--- config.mk ---
export PLATFORM = sky130hd
export DESIGN_NAME = trdb_d5m_sensor_emulator
export DESIGN_NICKNAME = d
export VERILOG_FILES = /design/src/rtl/trdb_d5m_sensor_emulator.sv
export SDC_FILE = /design/constraint.sdc
export NUM_CORES = 1
export LEC_CHECK = 0
export ABC_AREA = 1
export CORE_UTILIZATION = 40
export CTS_CLUSTER_SIZE = 24
export DETAILED_ROUTE_END_ITERATION = 8
export SLEW_MARGIN = 20
export SYNTH_ARGS = -nofsm -noshare
export SYNTH_HDL_FRONTEND = slang
export SYNTH_SLANG_ARGS = --single-unit
--- constraint.sdc ---
create_clock -name ul1Clock -period 2.9 [get_ports ul1Clock]
set_input_delay 0.435 -clock ul1Clock [delete_from_list [all_inputs] [get_ports ul1Clock]]
set_output_delay 0.435 -clock ul1Clock [all_outputs]
set_load 0.05 [all_outputs]
--- src/rtl/trdb_d5m_sensor_emulator.sv ---
// TRDB-D5M sensor bus emulator: drives FVAL/LVAL/12-bit pixel data with
// programmable frame timing and deterministic test patterns.
module trdb_d5m_sensor_emulator #(
  parameter int H_ACTIVE = 640,
  parameter int H_BLANK  = 144,
  parameter int V_ACTIVE = 480,
  parameter int V_BLANK  = 45,
  parameter int FV_SETUP = 2,
  parameter int CLK_DIV  = 2
) (
  input  logic        ul1Clock,
  input  logic        ul1Reset,
  input  logic        ul1Enable,
  input  logic [1:0]  ulPattern,
  output logic        ul1PixelStrobe,
  output logic        ul1FrameValid,
  output logic        ul1LineValid,
  output logic [11:0] ulPixelData,
  output logic [15:0] ulFrameCount
);

  localparam int FB_TICKS = H_BLANK + V_BLANK * (H_ACTIVE + H_BLANK);
  localparam int CNT_MAX  = FB_TICKS + FV_SETUP;
  localparam int COL_W    = $clog2(H_ACTIVE) + 1;
  localparam int ROW_W    = $clog2(V_ACTIVE) + 1;
  localparam int CNT_W    = $clog2(CNT_MAX + 1) + 1;
  localparam int DIV_W    = $clog2(CLK_DIV) + 1;

  localparam logic [COL_W-1:0] COL_LAST = COL_W'(H_ACTIVE - 1);
  localparam logic [ROW_W-1:0] ROW_LAST = ROW_W'(V_ACTIVE - 1);
  localparam logic [CNT_W-1:0] SETUP_N  = CNT_W'(FV_SETUP);
  localparam logic [CNT_W-1:0] HB_N     = CNT_W'(H_BLANK);
  localparam logic [CNT_W-1:0] FB_N     = CNT_W'(FB_TICKS);
  localparam logic [DIV_W-1:0] DIV_LAST = DIV_W'(CLK_DIV - 1);

  typedef enum logic [2:0] {
    S_IDLE, S_SETUP, S_ACTIVE, S_HBLANK, S_FBLANK
  } state_t;

  state_t           state_q, state_d;
  logic [DIV_W-1:0] div_q, div_d;
  logic [COL_W-1:0] col_q, col_d;
  logic [ROW_W-1:0] row_q, row_d;
  logic [CNT_W-1:0] cnt_q, cnt_d;
  logic [1:0]       pat_q, pat_d;
  logic [11:0]      tag_q, tag_d;
  logic [15:0]      fc_q, fc_d;
  logic             fval_q, fval_d;
  logic             lval_q, lval_d;
  logic [11:0]      data_q, data_d;
  logic             tick;
  logic             start;

  function automatic logic [11:0] pixel(input logic [1:0]       pat,
                                        input logic [ROW_W-1:0] row,
                                        input logic [COL_W-1:0] col,
                                        input logic [11:0]      tag);
    logic [11:0] r12;
    logic [11:0] c12;
    r12 = 12'(row);
    c12 = 12'(col);
    case (pat)
      2'd0:    return c12;
      2'd1:    return r12;
      2'd2:    return (r12[0] ^ c12[0]) ? 12'hFFF : 12'h000;
      default: return tag;
    endcase
  endfunction

  // Reset gates the strobe so CLK_DIV=1 still shows 0 while held in reset.
  assign tick = (div_q == DIV_LAST) && !ul1Reset;

  always_comb begin
    state_d = state_q;
    col_d   = col_q;
    row_d   = row_q;
    cnt_d   = cnt_q;
    pat_d   = pat_q;
    tag_d   = tag_q;
    fc_d    = fc_q;
    fval_d  = fval_q;
    lval_d  = lval_q;
    data_d  = data_q;
    start   = 1'b0;
    div_d   = (div_q == DIV_LAST) ? '0 : div_q + DIV_W'(1);

    if (tick) begin
      case (state_q)
        S_IDLE: begin
          start = ul1Enable;
        end
        S_SETUP: begin
          if (cnt_q < SETUP_N) begin
            cnt_d = cnt_q + CNT_W'(1);
          end else begin
            state_d = S_ACTIVE;
            col_d   = '0;
          end
        end
        S_ACTIVE: begin
          if (col_q < COL_LAST) begin
            col_d = col_q + COL_W'(1);
          end else if (row_q < ROW_LAST) begin
            if (H_BLANK > 0) begin
              state_d = S_HBLANK;
              cnt_d   = CNT_W'(1);
            end else begin
              row_d = row_q + ROW_W'(1);
              col_d = '0;
            end
          end else begin
            state_d = S_FBLANK;
            cnt_d   = CNT_W'(1);
            fc_d    = fc_q + 16'd1;
          end
        end
        S_HBLANK: begin
          if (cnt_q < HB_N) begin
            cnt_d = cnt_q + CNT_W'(1);
          end else begin
            state_d = S_ACTIVE;
            row_d   = row_q + ROW_W'(1);
            col_d   = '0;
          end
        end
        S_FBLANK: begin
          if (cnt_q < FB_N) begin
            cnt_d = cnt_q + CNT_W'(1);
          end else if (ul1Enable) begin
            start = 1'b1;
          end else begin
            state_d = S_IDLE;
          end
        end
        default: state_d = S_IDLE;
      endcase

      // Frame start: pattern and tag are frozen here for the whole frame.
      if (start) begin
        pat_d   = ulPattern;
        tag_d   = fc_q[11:0];
        row_d   = '0;
        col_d   = '0;
        cnt_d   = CNT_W'(1);
        state_d = (FV_SETUP > 0) ? S_SETUP : S_ACTIVE;
      end

      fval_d = (state_d == S_SETUP) || (state_d == S_ACTIVE) || (state_d == S_HBLANK);
      lval_d = (state_d == S_ACTIVE);
      data_d = lval_d ? pixel(pat_d, row_d, col_d, tag_d) : 12'h000;
    end
  end

  always_ff @(posedge ul1Clock or posedge ul1Reset) begin
    if (ul1Reset) begin
      state_q <= S_IDLE;
      div_q   <= '0;
      col_q   <= '0;
      row_q   <= '0;
      cnt_q   <= '0;
      pat_q   <= '0;
      tag_q   <= '0;
      fc_q    <= '0;
      fval_q  <= 1'b0;
      lval_q  <= 1'b0;
      data_q  <= '0;
    end else begin
      state_q <= state_d;
      div_q   <= div_d;
      col_q   <= col_d;
      row_q   <= row_d;
      cnt_q   <= cnt_d;
      pat_q   <= pat_d;
      tag_q   <= tag_d;
      fc_q    <= fc_d;
      fval_q  <= fval_d;
      lval_q  <= lval_d;
      data_q  <= data_d;
    end
  end

  assign ul1PixelStrobe = tick;
  assign ul1FrameValid  = fval_q;
  assign ul1LineValid   = lval_q;
  assign ulPixelData    = data_q;
  assign ulFrameCount   = fc_q;

endmodule

# Yosys cells after proc, flatten, opt, wreduce, memory -nomap -nowiden
# Index checks and enable logic that the tools add are counted.
[totals]
regBits = 87
input_bits = 5
output_inout_bits = 31
word_cells = 83
[op_classes]
n_addsub = 5
magnitude_cmp = 5
eq_ne = 14
n_mux = 36
n_bitwise = 3
reduce_logical = 9
[ops]
columns = ["operator", "count"]
rows = [
  ["$mux 17", 5],
  ["$pmux 17 s4", 1],
  ["$mux 11", 5],
  ["$mux 10", 4],
  ["$mux 12", 3],
  ["$pmux 12 s3", 1],
  ["$pmux 11 s3", 1],
  ["$mux 3", 8],
  ["$add 17x1->17 const B", 1],
  ["$lt 17x16->1 const B", 1],
  ["$lt 17x2->1 const B", 1],
  ["$lt 17x8->1 const B", 1],
  ["$add 16x1->16 const B", 1],
  ["$pmux 3 s5", 1],
  ["$eq 3x2->1 const B", 4],
  ["$ne 3x3->1 const B", 4],
  ["$add 11x1->11 const B", 1],
  ["$lt 11x10->1 const B", 1],
  ["$add 10x1->10 const B", 1],
  ["$lt 10x9->1 const B", 1],
  ["$eq 3x1->1 const B", 2],
  ["$mux 2", 3],
  ["$reduce_and 6->1", 1],
  ["$reduce_bool 5->1", 1],
  ["14 further kinds", 19],
]

# Logic depth before layout (Yosys ltp)
# Gate-level depths: netlist of run 1.
[depth]
word_depth = 10
mapped_depth = 17
depth_no_buf = 15

# Worst setup path after synthesis of run 1
# OpenSTA, ideal clock, no wires.
[synth_path]
path_type = "in2out"
startpoint = "input ul1Reset"
endpoint = "output ul1PixelStrobe"
arrival_ps = 1556
setup_slack_ps = 909
path_stages = 3
cell_sequence = "nor3_2 -> buf_2 -> clkbuf_1"
[synth_via]
elab_chain_len = 2
[synth_lines]
columns = ["element", "line_no", "rtl"]
rows = [
  ["start, declared", "12", "input logic ul1Reset,"],
  ["$logic_not 1->1 (no source line)", "n/a", ""],
  ["$logic_and 1x1->1", "71", "assign tick = (div_q == DIV_LAST) && !ul1Reset;"],
  ["end, declared", "15", "output logic ul1PixelStrobe,"],
]
# No other way between the ends.

# Worst setup path in the final report of run 1
[layout_path]
startpoint = "register cnt_q[13]"
endpoint = "register data_q[1], in the netlist ulPixelData[1]"
[layout_via]
elab_chain_len = 10
[layout_lines]
columns = ["element", "line_no", "rtl"]
rows = [
  ["start, declared", "44", "logic [CNT_W-1:0] cnt_q, cnt_d;"],
  ["start signal, assigned", "172", "cnt_q <= cnt_d;"],
  ["$lt 17x16->1", "127", "if (cnt_q < FB_N) begin"],
  ["$mux 1", "127", ""],
  ["$pmux 1 s2", "88", "case (state_q)"],
  ["$mux 1", "87", "if (tick) begin"],
  ["$mux 10 / $mux 11 (equally long branches)", "139", "if (start) begin"],
  ["$mux 10 / $mux 11 (equally long branches)", "87", ""],
  ["$xor 1x1->1", "65", "2'd2: return (r12[0] ^ c12[0]) ? 12'hFFF : 12'h000;"],
  ["$mux 12", "65", ""],
  ["$pmux 12 s3", "62", "case (pat)"],
  ["$mux 12 *", "150", "data_d = lval_d ? pixel(pat_d, row_d, col_d, tag_d) : 12'h000;"],
  ["end signal, assigned", "178", "data_q <= data_d;"],
  ["end, declared", "50", "logic [11:0] data_q, data_d;"],
]
# Mark *: on every way between the ends. The rest lies on a longest branch, timed or not. The select of a mux whose other input is x is not followed.
# A chain may end at the register's enable or synchronous reset.

==> flow_summary.json, run 1 <==
{
  "status": "complete, no violations",
  "synth.distinct_cells": 43,
  "clk_latency_ns": 0.35,
  "synthesis.nets": 779,
  "clockPowerShare_pct": 24.7,
  "overflow": 0,
  "max-vdd-ir-drop_uv": 262,
  "synth_top_area_share_pct": 39.3,
  "critical_path_buf_inv_count": 2,
  "area_growth_pct": 16.1,
  "post-route-period-util_pct": 87.1,
  "postLayoutCoreUtil_pct": 48.1,
  "drc": 0,
  "slowest_delay_ns": 0.47,
  "end_kind": "flip-flop",
  "cts_root_buf": "clkbuf_16",
  "cts_buffers": 9,
  "hp-class": "flip-flop to flip-flop",
  "register_area_mm2": 0.00218,
  "dieArea_mm2": 0.0143,
  "placed_area_mm2": 0.00612,
  "finalMaxSlewViolations": 0,
  "vias_per_cell": 5.19,
  "critical_path_class": "flip-flop to flip-flop",
  "grt_pass1_wl_mm": 24.0,
  "rows": 42,
  "port-buffer-count": 35,
  "ios": 36,
  "initial_utilization_pct": 41.5,
  "path_max_fanout": 26,
  "swShare_pct": 44.6,
  "drt-pass1-iter-count": 5,
  "ys_warn_count": 0,
  "cts_tree": "done",
  "dp_cells": 969,
  "syn_avg_cell_area_um2": 7.19,
  "fin_ws_ns": 0.373,
  "timing.final.hold_violations": 0,
  "rsz0062_at_grt": "no",
  "synth_most_common_cell": "nand2_1",
  "synthTopCellsByArea": "dfrtp_1 (39%), nand2_1 (16%), o21ai_0 (6.2%)",
  "period_needed_ns": 2.53,
  "final_cell_count_no_fill": 985,
  "vias": 5114,
  "fin_setup_tns_ns": 0,
  "worstPathArrival_ns": 2.77,
  "cts.sinks": 87,
  "dp.final_hpwl_mm": 10.4,
  "path_delay_family": "simple AND/OR/NAND/NOR gates",
  "async_flop_share_pct": 100,
  "critPathLaunchType": "flip-flop",
  "crit_top_cell": "nand2_1",
  "antenna_found_initial": 0,
  "clk_path_buf_depth": 2,
  "synth-seq-cells": 87,
  "finClkSkew_ns": 0.00995,
  "post_cts_resized": 0,
  "postCtsSetupRepairBufs": 0,
  "slowest_stage": "dfrtp_1",
  "setup_viol": 0,
  "synth_cells": 770,
  "grt_max_degree": 59,
  "synth_flop_cell": "dfrtp_1",
  "crit_chain": "nor2_4 -> nand2_2 -> o21bai_4 -> nand3_4 -> nand2_4 -> buf_4 -> nand2_1 -> inv_2 -> nand3_1 -> nand3_2 -> nand2_1 -> o21bai_1 -> nand2_1",
  "die_y_um": 120,
  "place.gp.congestion": 0.904,
  "p_int_mw": 2.77,
  "cts_max_level": 3,
  "ant_nets": 0,
  "diodes": 0,
  "max_freq_mhz": 396,
  "clkTransAtPathRegs_ns": 0.07,
  "cp.required_ns": 3.15,
  "die_w_um": 120,
  "relSlewSlack_pct": 60.0,
  "grt_pass1_vias": 4875,
  "final_nets": 813,
  "tightest_slew_ns": 0.599,
  "fillerInstances": 1341,
  "final_layout_size_suffix_gt1_share_pct": 11.4,
  "stdcell_area_mm2": 0.00643,
  "track_usage_pct": 21.4,
  "drt-initial-drc-count": 420,
  "place_ws_ns": 0.337,
  "ys_seq_area_share_pct": 39.3,
  "yosys.area.top_type": "dfrtp_1",
  "p_seq_share_pct": 32.6,
  "hold_buffers": 0,
  "multi_input_area_mm2": 0.00294,
  "p_per_area_mw_per_mm2": 779,
  "synthesis.area_mm2": 0.00553,
  "fp.coreArea_mm2": 0.0133,
  "wl_per_cell_um": 14.5,
  "switching_power_mw": 2.23,
  "synth-edff-count": 0,
  "p_comb_share_pct": 42.7,
  "synth_commonest_cells": "nand2_1 (242), dfrtp_1 (87), inv_1 (69), o21ai_0 (69), nor2_1 (65)",
  "drt-total-wl_mm": 14.2,
  "leakagePower_nw": 3.06,
  "drv_cap": 0
}
cell families after synthesis:
| kind of cell | share of synthesized area (%) |
|---|---|
| buffers and inverters | 7.62 |
| AO/OA/AOI/OAI | 10.9 |
| XOR/XNOR | 3.64 |
| adder cells (fa/ha/maj) | 0.904 |
| AND/OR/NAND/NOR | 37.2 |
| multiplexers | 0.362 |
| flip-flops | 39.3 |
final timing paths:
path                                            start                      endpoint  slack [ns]  depth (start not counted)
worst max-delay path            cnt_q[13]$_DFFE_PP0P_    ulPixelData[1]$_DFFE_PP0P_        0.37                         13
worst min-delay path               div_q[0]$_DFF_PP0_            div_q[1]$_DFF_PP0_        0.42                          1
worst max register to register  cnt_q[13]$_DFFE_PP0P_    ulPixelData[1]$_DFFE_PP0P_        0.37                         13
worst min register to register     div_q[0]$_DFF_PP0_            div_q[1]$_DFF_PP0_        0.42                          1
max in group asynchronous                    ul1Reset          row_q[5]$_DFFE_PP0P_        1.68                          3
min in group asynchronous                    ul1Reset  ulFrameCount[13]$_DFFE_PP0P_        0.56                          2
worst register-to-register path, cell delays in order (launching register included):
cell      delay (ns)
dfrtp_1         0.47
nor2_4          0.19
nand2_2         0.08
o21bai_4        0.14
nand3_4         0.13
nand2_4         0.20
buf_4           0.35
nand2_1         0.11
inv_2           0.08
nand3_1         0.11
nand3_2         0.28
nand2_1         0.11
o21bai_1        0.14
nand2_1         0.06
layout by cell type (no fill, tap or decap), types with 2 or more instances in the layout:
cell	n
inv_1	68
nand2_4	4
a31oi_1	4
o21bai_1	3
buf_4	11
nand3b_1	3
nor2_1	65
clkdlybuf4s50_1	34
o211ai_1	3
nand3_1	61
ha_1	4
nor3_2	2
mux2i_1	2
o21ai_0	69
nor3_4	2
dfrtp_1	87
clkbuf_16	9
xor2_1	22
inv_2	9
inv_8	2
o21ai_1	5
buf_12	3
nand3_2	11
nand2_1	242
nand3_4	2
nor2_4	3
nand2_2	10
a21oi_1	14
inv_6	2
nand4_1	15
o21bai_2	3
clkinvlp_4	2
nor3_1	10
nor2_2	8
or2_2	3
final cells by class:
cell class                 count  share of cell area (%)
clock buffer                   9                    3.50
multi-input combinational    580                    45.8
clock inverter                 7                    1.32
tap                          176                    3.43
sequential                    87                    33.9
timing repair buffer          48                    7.52
inverter                      78                    4.58
metrics by stage:
step                hold slack [ns]  power [mW]
global route                  0.441        5.35
detailed placement            0.412        3.78
finish                        0.424        5.01
CTS                           0.421        5.04
floorplan                     0.400        3.19
global placement              0.411        3.74
layer usage:
layer / track usage (%) / wire, µm / up-vias
met4: 8.75 / 342 / 0
li1: - / - / 2550
met1: 29.3 / 6710 / 2424
met5: 0 / 0 / -
met3: 4.37 / 674 / 22
met2: 32.8 / 6520 / 118
registers in the layout, summed over array words and instances (netlist names):
| register | count |
|---|---|
| cnt_q | 17 |
| col_q | 11 |
| div_q | 2 |
| pat_q | 2 |
| row_q | 10 |
| state_q | 3 |
| tag_q | 12 |
| ul1FrameValid | 1 |
| ul1LineValid | 1 |
| ulFrameCount | 16 |
| ulPixelData | 12 |
power by group through the flow:
stage / clock (mW) / sequential (mW) / combinational (mW)
after global placement: 0 / 1.64 / 2.10
after floorplan: 0 / 1.86 / 1.34
final: 1.24 / 1.63 / 2.14
after detailed placement: 0 / 1.65 / 2.14
after CTS: 1.26 / 1.63 / 2.15
after global routing: 1.30 / 1.66 / 2.39
Note: power is estimated with default switching activity, not from simulation.
==> inputs of run 2 (changes only) <==
--- a/config.mk
+++ b/config.mk
@@ -9,6 +9,7 @@
 export CORE_UTILIZATION = 40
 export CTS_CLUSTER_SIZE = 24
 export DETAILED_ROUTE_END_ITERATION = 8
+export GPL_TIMING_DRIVEN = 0
 export SLEW_MARGIN = 20
 export SYNTH_ARGS = -nofsm -noshare
 export SYNTH_HDL_FRONTEND = slang
==> run 2 against run 1 <==
Final area down 0.18%. Power fell by 0.74%. Sequential power barely moved. Fmax decreased by 9.4%. Global-route usage increased by 2.0 points. Register-to-register slack better by 0.14 ns. First-iteration DRC count is 13% lower. Cell count is 1.1% higher. Utilization down 0.084 points. Sequential share of layout area rose by 0.059 points. Sequential cell count is the same. Largest cell class unchanged. Largest power group unchanged. Highest routed layer unchanged.
==> flow_summary.json, run 2 (same netlist as run 1, synthesis figures left out) <==
{
  "status": "complete, no violations",
  "worstPathArrival_ns": 2.35,
  "timing.final.hold_violations": 0,
  "largest_register": "cnt_q",
  "hp-class": "flip-flop to flip-flop",
  "rows": 42,
  "track_usage_pct": 23.4,
  "switching_power_mw": 2.27,
  "period_needed_ns": 2.79,
  "cts_root_buf": "clkbuf_16",
  "hold_depth": 1,
  "overflow": 0,
  "cts_buffers": 9,
  "wl_per_cell_um": 15.5,
  "largest_register_ffs": 17,
  "port-buffer-count": 35,
  "initial_utilization_pct": 41.5,
  "relSlewSlack_pct": 54.9,
  "area_growth_pct": 15.9,
  "grt_max_degree": 47,
  "holdCritStartpoint": "div_q[0]$_DFF_PP0_",
  "ant_nets": 0,
  "vias_per_cell": 5.28,
  "place.gp.congestion": 0.902,
  "clk_latency_ns": 0.36,
  "reg2reg_depth": 15,
  "min_to": "div_q[1]$_DFF_PP0_",
  "die_y_um": 120,
  "fillerInstances": 1359,
  "cp.required_ns": 2.47,
  "p_comb_share_pct": 44.5,
  "drt-initial-drc-count": 365,
  "hold_buffers": 0,
  "drc": 0,
  "final_layout_size_suffix_gt1_share_pct": 11.2,
  "fin_ws_ns": 0.111,
  "cts.sinks": 87,
  "worstReg2RegEnd": "cnt_q[8]$_DFFE_PP0P_",
  "max_freq_mhz": 359,
  "drt-pass1-iter-count": 5,
  "setup_viol": 0,
  "vias": 5260,
  "rsz0062_at_grt": "no",
  "p_seq_share_pct": 32.7,
  "die_w_um": 120,
  "cts_tree": "done",
  "grt_pass1_vias": 5272,
  "finalMaxSlewViolations": 0,
  "cts_max_level": 3,
  "clkTransAtPathRegs_ns": 0.06,
  "diodes": 0,
  "final_nets": 825,
  "critical_path_class": "primary input to primary output",
  "clockPowerShare_pct": 22.8,
  "dieArea_mm2": 0.0143,
  "ios": 36,
  "tightest_slew_ns": 0.677,
  "place_ws_ns": -0.607,
  "grt_pass1_wl_mm": 26.2,
  "max-vdd-ir-drop_uv": 320,
  "dp.final_hpwl_mm": 11.3,
  "whs_ns": 0.426,
  "path_max_fanout": 19,
  "clk_path_buf_depth": 2,
  "crit_path_start": "ul1Reset",
  "drt-total-wl_mm": 15.4,
  "p_int_mw": 2.70,
  "leakagePower_nw": 3.06,
  "reg2reg_from": "row_q[0]$_DFFE_PP0P_",
  "postLayoutCoreUtil_pct": 48.1,
  "post-route-period-util_pct": 96.2,
  "swShare_pct": 45.6,
  "antenna_found_initial": 0,
  "p_per_area_mw_per_mm2": 775,
  "final_cell_mix": "nand2_1 (242), dfrtp_1 (87), o21ai_0 (69)",
  "layout_commonest_cell": "nand2_1",
  "drv_cap": 0,
  "finClkSkew_ns": 0.00827,
  "fp.coreArea_mm2": 0.0133,
  "reg2reg_slack_ns": 0.51,
  "critPathLaunchType": "primary input",
  "end_kind": "primary output"
}
==> run 2: cell types whose count changed in the layout (fill, tap and decap cells not counted), sizes merged <==
| cell | previous run | this run |
|---|---|---|
| clkinvlp | 2 | 0 |
| clkinv | 1 | 4 |
| dlygate4sd2 | 0 | 1 |
| clkbuf | 9 | 19 |
| bufinv | 1 | 0 |
| inv | 81 | 79 |
| buf | 14 | 16 |
==> run 2: stage by stage <==
stage | setup TNS (ns) | std cells | power [mW] | area [µm²]
after global placement | -120.55 | 981 | 3.80 | 6100
after floorplan | 0 | 770 | 3.19 | 5530
final | 0 | 996 | 4.97 | 6410
after detailed placement | -0.607 | 982 | 3.83 | 6140
after global routing | 0 | 996 | 5.30 | 6410
after CTS | 0 | 996 | 4.97 | 6410
==> run 2: repair_timing <==
item                       4_1_cts  5_1_grt
setup buffers                    0        0
setup endpoints to repair        1        0
gates resized for setup          1        0
==> run 2: power by group through the flow <==
| stage | Combinational [mW] | Clock, mW | Sequential, mW |
|---|---|---|---|
| 2_1_floorplan | 1.34 | 0 | 1.86 |
| 3_3_place_gp | 2.16 | 0 | 1.63 |
| 3_5_place_dp | 2.19 | 0 | 1.64 |
| 4_1_cts | 2.20 | 1.15 | 1.62 |
| 5_1_grt | 2.44 | 1.20 | 1.66 |
| 6_report | 2.21 | 1.13 | 1.62 |
==> run 2: cell type report <==
class	count	area (µm²)	share of cell area [%]
plain buffers	24	125	1.95
clock buffers	10	239	3.73
clock inverters	5	43.8	0.683
inverters	78	298	4.64
multi-input cells	580	2940	45.8
flip-flops and latches	87	2180	33.9
well taps	176	220	3.43
repair buffers	36	377	5.87
==> run 2: metal layers <==
| metal | vias to the layer above | GRT usage (%) | wire length, µm |
|---|---|---|---|
| met3 | 27 | 3.28 | 666 |
| li1 | 2582 | - | - |
| met5 | - | 0 | 0 |
| met2 | 144 | 35.6 | 6960 |
| met1 | 2507 | 32.2 | 7330 |
| met4 | 0 | 12.0 | 437 |
==> run 2: worst max-delay path: stages <==
cell,delay (ns)
clkdlybuf4s50_1,0.50
nor3_2,0.39
buf_2,0.44
dlygate4sd2_1,0.59
==> run 2: worst max-delay path by stage <==
stage	endpoint	slack (ns)
floorplan	cnt_q[0]$_DFFE_PP0P_	0.21
global placement	col_q[1]$_DFFE_PP0P_	-1.38
detailed placement	ul1PixelStrobe	-0.61
CTS	ul1PixelStrobe	0.11
global route	ul1PixelStrobe	0.05
finish	ul1PixelStrobe	0.11
